<file path="config.mk">
export PLATFORM = sky130hd
export DESIGN_NAME = uart_rx_oversampled_flat
export DESIGN_NICKNAME = d
export VERILOG_FILES = /design/src/rtl/uart_rx_oversampled_if.sv /design/src/rtl/uart_rx_oversampled.sv /design/src/flat_wrapper.sv
export SDC_FILE = /design/constraint.sdc
export NUM_CORES = 1
export LEC_CHECK = 0
export ABC_AREA = 1
export BUFFER_PORTS_ARGS = -buffer_cell sky130_fd_sc_hd__buf_4
export CORE_ASPECT_RATIO = 1.75
export CORE_MARGIN = 2
export CORE_UTILIZATION = 55
export CTS_CLUSTER_DIAMETER = 80
export DETAILED_ROUTE_END_ITERATION = 8
export PLACE_DENSITY = 0.81
export SETUP_SLACK_MARGIN = 0.5
export SLEW_MARGIN = 0
export SYNTH_ARGS = -nofsm -noshare
export SYNTH_HDL_FRONTEND = slang
export SYNTH_SLANG_ARGS = --single-unit
</file>
<file path="constraint.sdc">
create_clock -name clk -period 2.55 [get_ports clk]
set_clock_uncertainty 0.2 [all_clocks]
set_input_delay 0.255 -clock clk [delete_from_list [all_inputs] [get_ports clk]]
set_output_delay 0.255 -clock clk [all_outputs]
set_load 0.02 [all_outputs]
</file>
<file path="src/rtl/uart_rx_oversampled_if.sv">
// Receive-side serial interface: line input, rate select and the received-byte outputs.
interface uart_rx_oversampled_if;
   logic       RxD;
   logic [1:0] BaudSelect;
   logic [7:0] rx_data;
   logic       rx_data_ready;
   logic       rx_frame_err;
   logic       rx_busy;

   // Receiver side: samples the line, produces bytes and status strobes.
   modport master (
      input  RxD,
      input  BaudSelect,
      output rx_data,
      output rx_data_ready,
      output rx_frame_err,
      output rx_busy
   );

   // Line driver / byte consumer side.
   modport slave (
      output RxD,
      output BaudSelect,
      input  rx_data,
      input  rx_data_ready,
      input  rx_frame_err,
      input  rx_busy
   );
endinterface

</file>
<file path="src/rtl/uart_rx_oversampled.sv">
// 8N1 UART receiver: 16x fractional oversampling, 3-sample majority filter,
// mid-bit sampling, run-time selectable baud rate latched at start detection.
module uart_rx_oversampled #(
   parameter int unsigned CLK_FREQ  = 24_000_000,
   parameter int unsigned BAUD_0    = 1200,
   parameter int unsigned BAUD_1    = 9600,
   parameter int unsigned BAUD_2    = 38400,
   parameter int unsigned BAUD_3    = 115200,
   parameter int unsigned ACC_WIDTH = 16
) (
   input logic                   clk,
   input logic                   rst,
   uart_rx_oversampled_if.master rxIf
);

   // round(baud * 16 * 2^ACC_WIDTH / CLK_FREQ)
   function automatic logic [ACC_WIDTH-1:0] incFor(input longint unsigned baud);
      longint unsigned num;
      num = baud * 64'd32 * (64'd1 << ACC_WIDTH) + 64'(CLK_FREQ);
      return ACC_WIDTH'(num / (64'd2 * 64'(CLK_FREQ)));
   endfunction

   localparam logic [ACC_WIDTH-1:0] INC_0 = incFor(64'(BAUD_0));
   localparam logic [ACC_WIDTH-1:0] INC_1 = incFor(64'(BAUD_1));
   localparam logic [ACC_WIDTH-1:0] INC_2 = incFor(64'(BAUD_2));
   localparam logic [ACC_WIDTH-1:0] INC_3 = incFor(64'(BAUD_3));

   typedef enum logic [2:0] {IDLE, START, DATA, STOP, BREAK} stateT;

   logic [1:0]           syncReg;
   logic                 rxSync;
   logic [ACC_WIDTH:0]   acc;
   logic                 tick;
   logic [ACC_WIDTH-1:0] incSel;
   logic [1:0]           rateSel;
   logic [2:0]           filt;
   logic                 rxf;

   stateT      state, stateNext;
   logic [3:0] sampleCnt, sampleCntNext;
   logic [2:0] bitCnt, bitCntNext;
   logic [7:0] shiftReg, shiftNext;
   logic [7:0] dataReg, dataNext;
   logic [1:0] baudLat, baudLatNext;
   logic       readyReg, readyNext;
   logic       errReg, errNext;
   logic       busyReg;

   assign rxSync = syncReg[1];
   assign tick   = acc[ACC_WIDTH];
   assign rxf    = (filt[0] & filt[1]) | (filt[0] & filt[2]) | (filt[1] & filt[2]);

   // Two-flop synchronizer for the asynchronous line (idles high).
   always_ff @(posedge clk) begin
      if (rst) syncReg <= '1;
      else     syncReg <= {syncReg[0], rxIf.RxD};
   end

   // Rate increment: frozen to the latched rate for the whole frame.
   always_comb begin
      rateSel = busyReg ? baudLat : rxIf.BaudSelect;
      incSel  = INC_0;
      case (rateSel)
         2'b00:   incSel = INC_0;
         2'b01:   incSel = INC_1;
         2'b10:   incSel = INC_2;
         default: incSel = INC_3;
      endcase
   end

   // Free-running fractional accumulator; its carry is the oversample tick.
   always_ff @(posedge clk) begin
      if (rst) acc <= '0;
      else     acc <= {1'b0, acc[ACC_WIDTH-1:0]} + {1'b0, incSel};
   end

   // Majority filter history, shifted once per oversample tick.
   always_ff @(posedge clk) begin
      if (rst)       filt <= '1;
      else if (tick) filt <= {filt[1:0], rxSync};
   end

   // Frame FSM next-state and datapath updates.
   always_comb begin
      stateNext     = state;
      sampleCntNext = sampleCnt;
      bitCntNext    = bitCnt;
      shiftNext     = shiftReg;
      dataNext      = dataReg;
      baudLatNext   = baudLat;
      readyNext     = 1'b0;
      errNext       = 1'b0;
      if (tick) begin
         case (state)
            IDLE: begin
               if (!rxf) begin
                  baudLatNext   = rxIf.BaudSelect;
                  sampleCntNext = '0;
                  stateNext     = START;
               end
            end
            START: begin
               sampleCntNext = sampleCnt + 4'd1;
               if (sampleCnt == 4'd6) begin
                  if (!rxf) begin
                     sampleCntNext = '0;
                     bitCntNext    = '0;
                     stateNext     = DATA;
                  end else begin
                     stateNext = IDLE;
                  end
               end
            end
            DATA: begin
               // 4-bit counter wraps, so every 16th tick lands on the next bit centre.
               sampleCntNext = sampleCnt + 4'd1;
               if (sampleCnt == 4'd15) begin
                  shiftNext  = {rxf, shiftReg[7:1]};
                  bitCntNext = bitCnt + 3'd1;
                  if (bitCnt == 3'd7) stateNext = STOP;
               end
            end
            STOP: begin
               sampleCntNext = sampleCnt + 4'd1;
               if (sampleCnt == 4'd15) begin
                  if (rxf) begin
                     dataNext  = shiftReg;
                     readyNext = 1'b1;
                     stateNext = IDLE;
                  end else begin
                     errNext   = 1'b1;
                     stateNext = BREAK;
                  end
               end
            end
            BREAK: begin
               if (rxf) stateNext = IDLE;
            end
            default: stateNext = IDLE;
         endcase
      end
   end

   // State register and registered outputs.
   always_ff @(posedge clk) begin
      if (rst) begin
         state     <= IDLE;
         sampleCnt <= '0;
         bitCnt    <= '0;
         shiftReg  <= '0;
         dataReg   <= '0;
         baudLat   <= '0;
         readyReg  <= 1'b0;
         errReg    <= 1'b0;
         busyReg   <= 1'b0;
      end else begin
         state     <= stateNext;
         sampleCnt <= sampleCntNext;
         bitCnt    <= bitCntNext;
         shiftReg  <= shiftNext;
         dataReg   <= dataNext;
         baudLat   <= baudLatNext;
         readyReg  <= readyNext;
         errReg    <= errNext;
         busyReg   <= (stateNext != IDLE);
      end
   end

   assign rxIf.rx_data       = dataReg;
   assign rxIf.rx_data_ready = readyReg;
   assign rxIf.rx_frame_err  = errReg;
   assign rxIf.rx_busy       = busyReg;

endmodule

</file>
<file path="src/flat_wrapper.sv">
// flat-port wrapper written by rule: the top's interface ports become plain ports
module uart_rx_oversampled_flat 
#(
   parameter int unsigned CLK_FREQ  = 24_000_000,
   parameter int unsigned BAUD_0    = 1200,
   parameter int unsigned BAUD_1    = 9600,
   parameter int unsigned BAUD_2    = 38400,
   parameter int unsigned BAUD_3    = 115200,
   parameter int unsigned ACC_WIDTH = 16
)
  (clk, rst, rxIf_RxD, rxIf_BaudSelect, rxIf_rx_data, rxIf_rx_data_ready, rxIf_rx_frame_err, rxIf_rx_busy);
  uart_rx_oversampled_if rxIf_i ();
  input logic clk;
  input logic rst;
  input wire logic [$bits(rxIf_i.RxD)-1:0] rxIf_RxD;
  input wire logic [$bits(rxIf_i.BaudSelect)-1:0] rxIf_BaudSelect;
  output wire logic [$bits(rxIf_i.rx_data)-1:0] rxIf_rx_data;
  output wire logic [$bits(rxIf_i.rx_data_ready)-1:0] rxIf_rx_data_ready;
  output wire logic [$bits(rxIf_i.rx_frame_err)-1:0] rxIf_rx_frame_err;
  output wire logic [$bits(rxIf_i.rx_busy)-1:0] rxIf_rx_busy;
  assign rxIf_i.RxD = rxIf_RxD;
  assign rxIf_i.BaudSelect = rxIf_BaudSelect;
  assign rxIf_rx_data = rxIf_i.rx_data;
  assign rxIf_rx_data_ready = rxIf_i.rx_data_ready;
  assign rxIf_rx_frame_err = rxIf_i.rx_frame_err;
  assign rxIf_rx_busy = rxIf_i.rx_busy;
  uart_rx_oversampled #(.CLK_FREQ(CLK_FREQ), .BAUD_0(BAUD_0), .BAUD_1(BAUD_1), .BAUD_2(BAUD_2), .BAUD_3(BAUD_3), .ACC_WIDTH(ACC_WIDTH)) u_core (.clk(clk), .rst(rst), .rxIf(rxIf_i));
endmodule
</file>
==> flow_summary_export.csv <==
group,metric,value,unit
status,outcome,"finished clean",
routing,postRouteAntennaNets,0,
setup_path,cpMostUsedCell,"ha_4",
placed_design,place.port_buffers,15,
sta,drv_slew,0,
min_path,hp-class,"input pin to flip-flop",
setup_path,cp.arrival,2.41,ns
synthesis,synth_mux_area_frac,0,
sta,period_share,0.919,
synthesis,synth_compound_area_frac,0.128,
sta,rsz0062_at_grt,"true",
setup_path,startpoint_type,"flip-flop",
sta,fin_hold_ws,0.0545,ns
synthesis,synth_edf_count,0,
power_and_ir_drop,ir_drop,0.000437,V
sta,fin_tns_setup,0,ns
placed_design,globalplace.congestion,0.924,
sta,max_freq,427,MHz
clocking,htree_levels,2,
cells_and_area,areaGrowthSynthToFinish,20.5,%
global_route,antenna_found_initial,0,
die,dieArea,5860,µm²
power_and_ir_drop,p_leak,1.69,nW
cells_and_area,insertedDiodeCount,0,
global_route,grt_use_total,0.244,
setup_path,crit_required,2.61,ns
setup_path,criticalPathCategory,"flip-flop to flip-flop",
run,maxCapViolCount,0,
die,die_h,99.8,µm
power_and_ir_drop,cellPowerDensity,592,nW/µm²
setup_path,worst-path-buf-inv,2,
cells_and_area,fillers,433,
global_route,grt_max_degree,24,
synthesis,synth_top_family_by_area,"simple AND/OR/NAND/NOR gates",
die,start_util,0.575,
clocking,clk_pin_slew,0.11,ns
synthesis,synthSimpleGateAreaFrac,0.325,
die,core-area,5020,µm²
cells_and_area,drive_gt1_frac,0.262,
clocking,cts.sinks,53,
die,ios,16,
cells_and_area,multiInputGateArea,1820,µm²
synthesis,ys.flop_type,"dfxtp_1",
setup_path,critPathTopFamily,"simple AND/OR/NAND/NOR gates",
setup_path,crit_slowest_cell,"dfxtp_4",
routing,drt-total-wl,6690,µm
synthesis,synthAdderAreaFrac,0.0850,
synthesis,syn_area,2880,µm²
synthesis,avgSynthCellArea,6.87,µm²
synthesis,synth_cells,420,
cells_and_area,mostFrequentLayoutCells,"nand2_1, nor2_1, dfxtp_1",
clocking,cts_buffers,5,
sta,finalHoldViolCount,0,
global_route,grt-ovfl-total,0,
setup_path,path_max_fanout,5,
cells_and_area,nNetsFinal,470,
synthesis,yosysSeqAreaShare,0.368,
global_route,grt_pass1_vias,2744,
min_path,holdPathEnd,"u_core.baudLat[0]",
setup_path,worstReg2RegStart,"u_core.rxIf.rx_busy",
routing,num_vias,2696,
setup_path,crit_path_max_incr_delay,0.39,ns
global_route,grt_pass1_wl,11100,µm
setup_path,cp-end-kind,"flip-flop",
synthesis,synth_fp_nets,444,
routing,first_pass_iters,4,
sta,setup_viol,0,
sta,slew_headroom,0.724,
routing,avgRoutedWirePerCell,13.3,µm
min_path,min_delay_path_depth,3,
synthesis,synth-xor-area-share,0.00304,
sta,finalCriticalPeriod,2.34,ns
setup_path,r2r-end,"u_core.acc[10]",
synthesis,synth_seq_cells,53,
cells_and_area,final_common_cell,"nand2_1",
routing,drt-initial-drc-count,97,
synthesis,async_reset_ff_frac,0,
cells_and_area,seq_area,1070,µm²
synthesis,yosysWarnings,0,
setup_path,rr_worst_depth,12,
sta,tightest_slew,0.413,ns
die,fp-row-count,34,
setup_path,regToRegSetupSlack,0.21,ns
routing,drt-vias-per-instance,5.38,
min_path,hp-start,"rxIf_BaudSelect[0]",
placed_design,dpl.hpwl,4650,µm
clocking,clock_latency,0.32,ns
clocking,root_buffer,"clkbuf_8",
synthesis,yosysUniqueCellTypes,32,
die,die_width,58.7,µm
setup_path,path_cells,"o21ai_4 > inv_2 > ha_4 > or2_4 > ha_4 > buf_6 > nand2_2 > nor2_4 > nand3_2 > nand4_1 > nand2_1 > nor2_1",
clocking,ctsLongestPathBuffers,2,
clocking,cts_tree,"yes",
routing,remaining_drc_errors,0,
worst max path at each step:
stage,startpoint,endpoint,slack (ns),depth (start not counted)
after CTS,u_core.rxIf.rx_busy,u_core.acc[15],0.24,13
after floorplan,u_core.rxIf.rx_busy,u_core.acc[14],0.35,12
after global routing,u_core.rxIf.rx_busy,u_core.acc[15],0.12,13
final,u_core.rxIf.rx_busy,u_core.acc[10],0.21,12
after global placement,rxIf_BaudSelect[0],u_core.acc[14],0.19,12
after detailed placement,rxIf_BaudSelect[0],u_core.acc[8],0.15,13
state kept, by name (all words and copies together), names as in the netlist:
register and count:
u_core.rxIf.rx_data 8, u_core.baudLat 2, u_core.rxIf.rx_frame_err 1, u_core.syncReg 2
u_core.state 3, u_core.bitCnt 3, u_core.rxIf.rx_data_ready 1, u_core.acc 17
u_core.filt 3, u_core.shiftReg 8, u_core.sampleCnt 4, u_core.rxIf.rx_busy 1
per-stage QoR:
stage | util | total power, mW | setup slack [ns] | instances | area [µm²]
final | 0.692 | 2.06 | 0.206 | 501 | 3470
after global routing | 0.692 | 2.17 | 0.123 | 501 | 3470
after CTS | 0.675 | 2.00 | 0.240 | 497 | 3390
after detailed placement | 0.618 | 1.39 | 0.150 | 483 | 3100
after global placement | 0.618 | 1.38 | 0.190 | 483 | 3100
after floorplan | - | 1.28 | 0.348 | 420 | 2950
worst reg2reg max path, cell delays in order, from the launching register on:
cell and delay, ns:
dfxtp_4 0.39, o21ai_4 0.17, inv_2 0.08, ha_4 0.16, or2_4 0.27, ha_4 0.32
buf_6 0.11, nand2_2 0.07, nor2_4 0.14, nand3_2 0.12, nand4_1 0.12, nand2_1 0.05
nor2_1 0.08
layout make-up:
cell class	count	area share
Multi-Input combinational cell	301	0.523
Tap cell	54	0.0194
Sequential cell	53	0.307
Timing Repair Buffer	26	0.0598
Inverter	59	0.0648
Clock buffer	5	0.0198
Clock inverter	3	0.00684
kinds of logic after synthesis:
kind of cell	after synthesis
and+or+nand+nor	213
xor gates and xnor gates	1
DFF	53
buffers and inverters	66
AOI/OAI and AO/OA	68
adders and majority gates	19
repair_timing:
item | CTS | global route
gates resized for setup | 40 | 19
hold endpoints to repair | 3 | 0
buffers inserted | 4 | 4
pin swaps | 20 | 9
setup endpoints to repair | 13 | 14
hold buffers | 2 | 0
Yosys cell counts, types with 2 or more instances:
master,number,area share
a21oi_2,3,0.0091
nor3_1,2,0.0035
nand2_1,95,0.12
ha_1,18,0.078
inv_2,2,0.0026
a21oi_1,28,0.049
nand4_1,2,0.0043
nand3_1,29,0.050
o21ai_0,25,0.043
or2_2,3,0.0065
o21ai_1,9,0.016
nor2_2,9,0.020
dfxtp_1,53,0.37
o21a_1,2,0.0052
clkbuf_1,4,0.0052
inv_1,55,0.072
nor2_1,61,0.079
nand2_4,2,0.0078
nand2_2,3,0.0065
and2_1,3,0.0065
power by group:
| group | switching (mW) | internal [mW] |
|---|---|---|
| clock | 0.306 | 0.202 |
| sequential | 0.0394 | 0.881 |
| combinational | 0.384 | 0.243 |
layer usage:
layer / track usage / up-vias / wire, µm
met5: 0 / - / 0
met1: 0.229 / 1226 / 2480
met2: 0.462 / 60 / 3690
met3: 0.0438 / 28 / 184
met4: 0.147 / 0 / 335
li1: - / 1382 / -
Note: power is estimated with default switching activity, not from simulation.
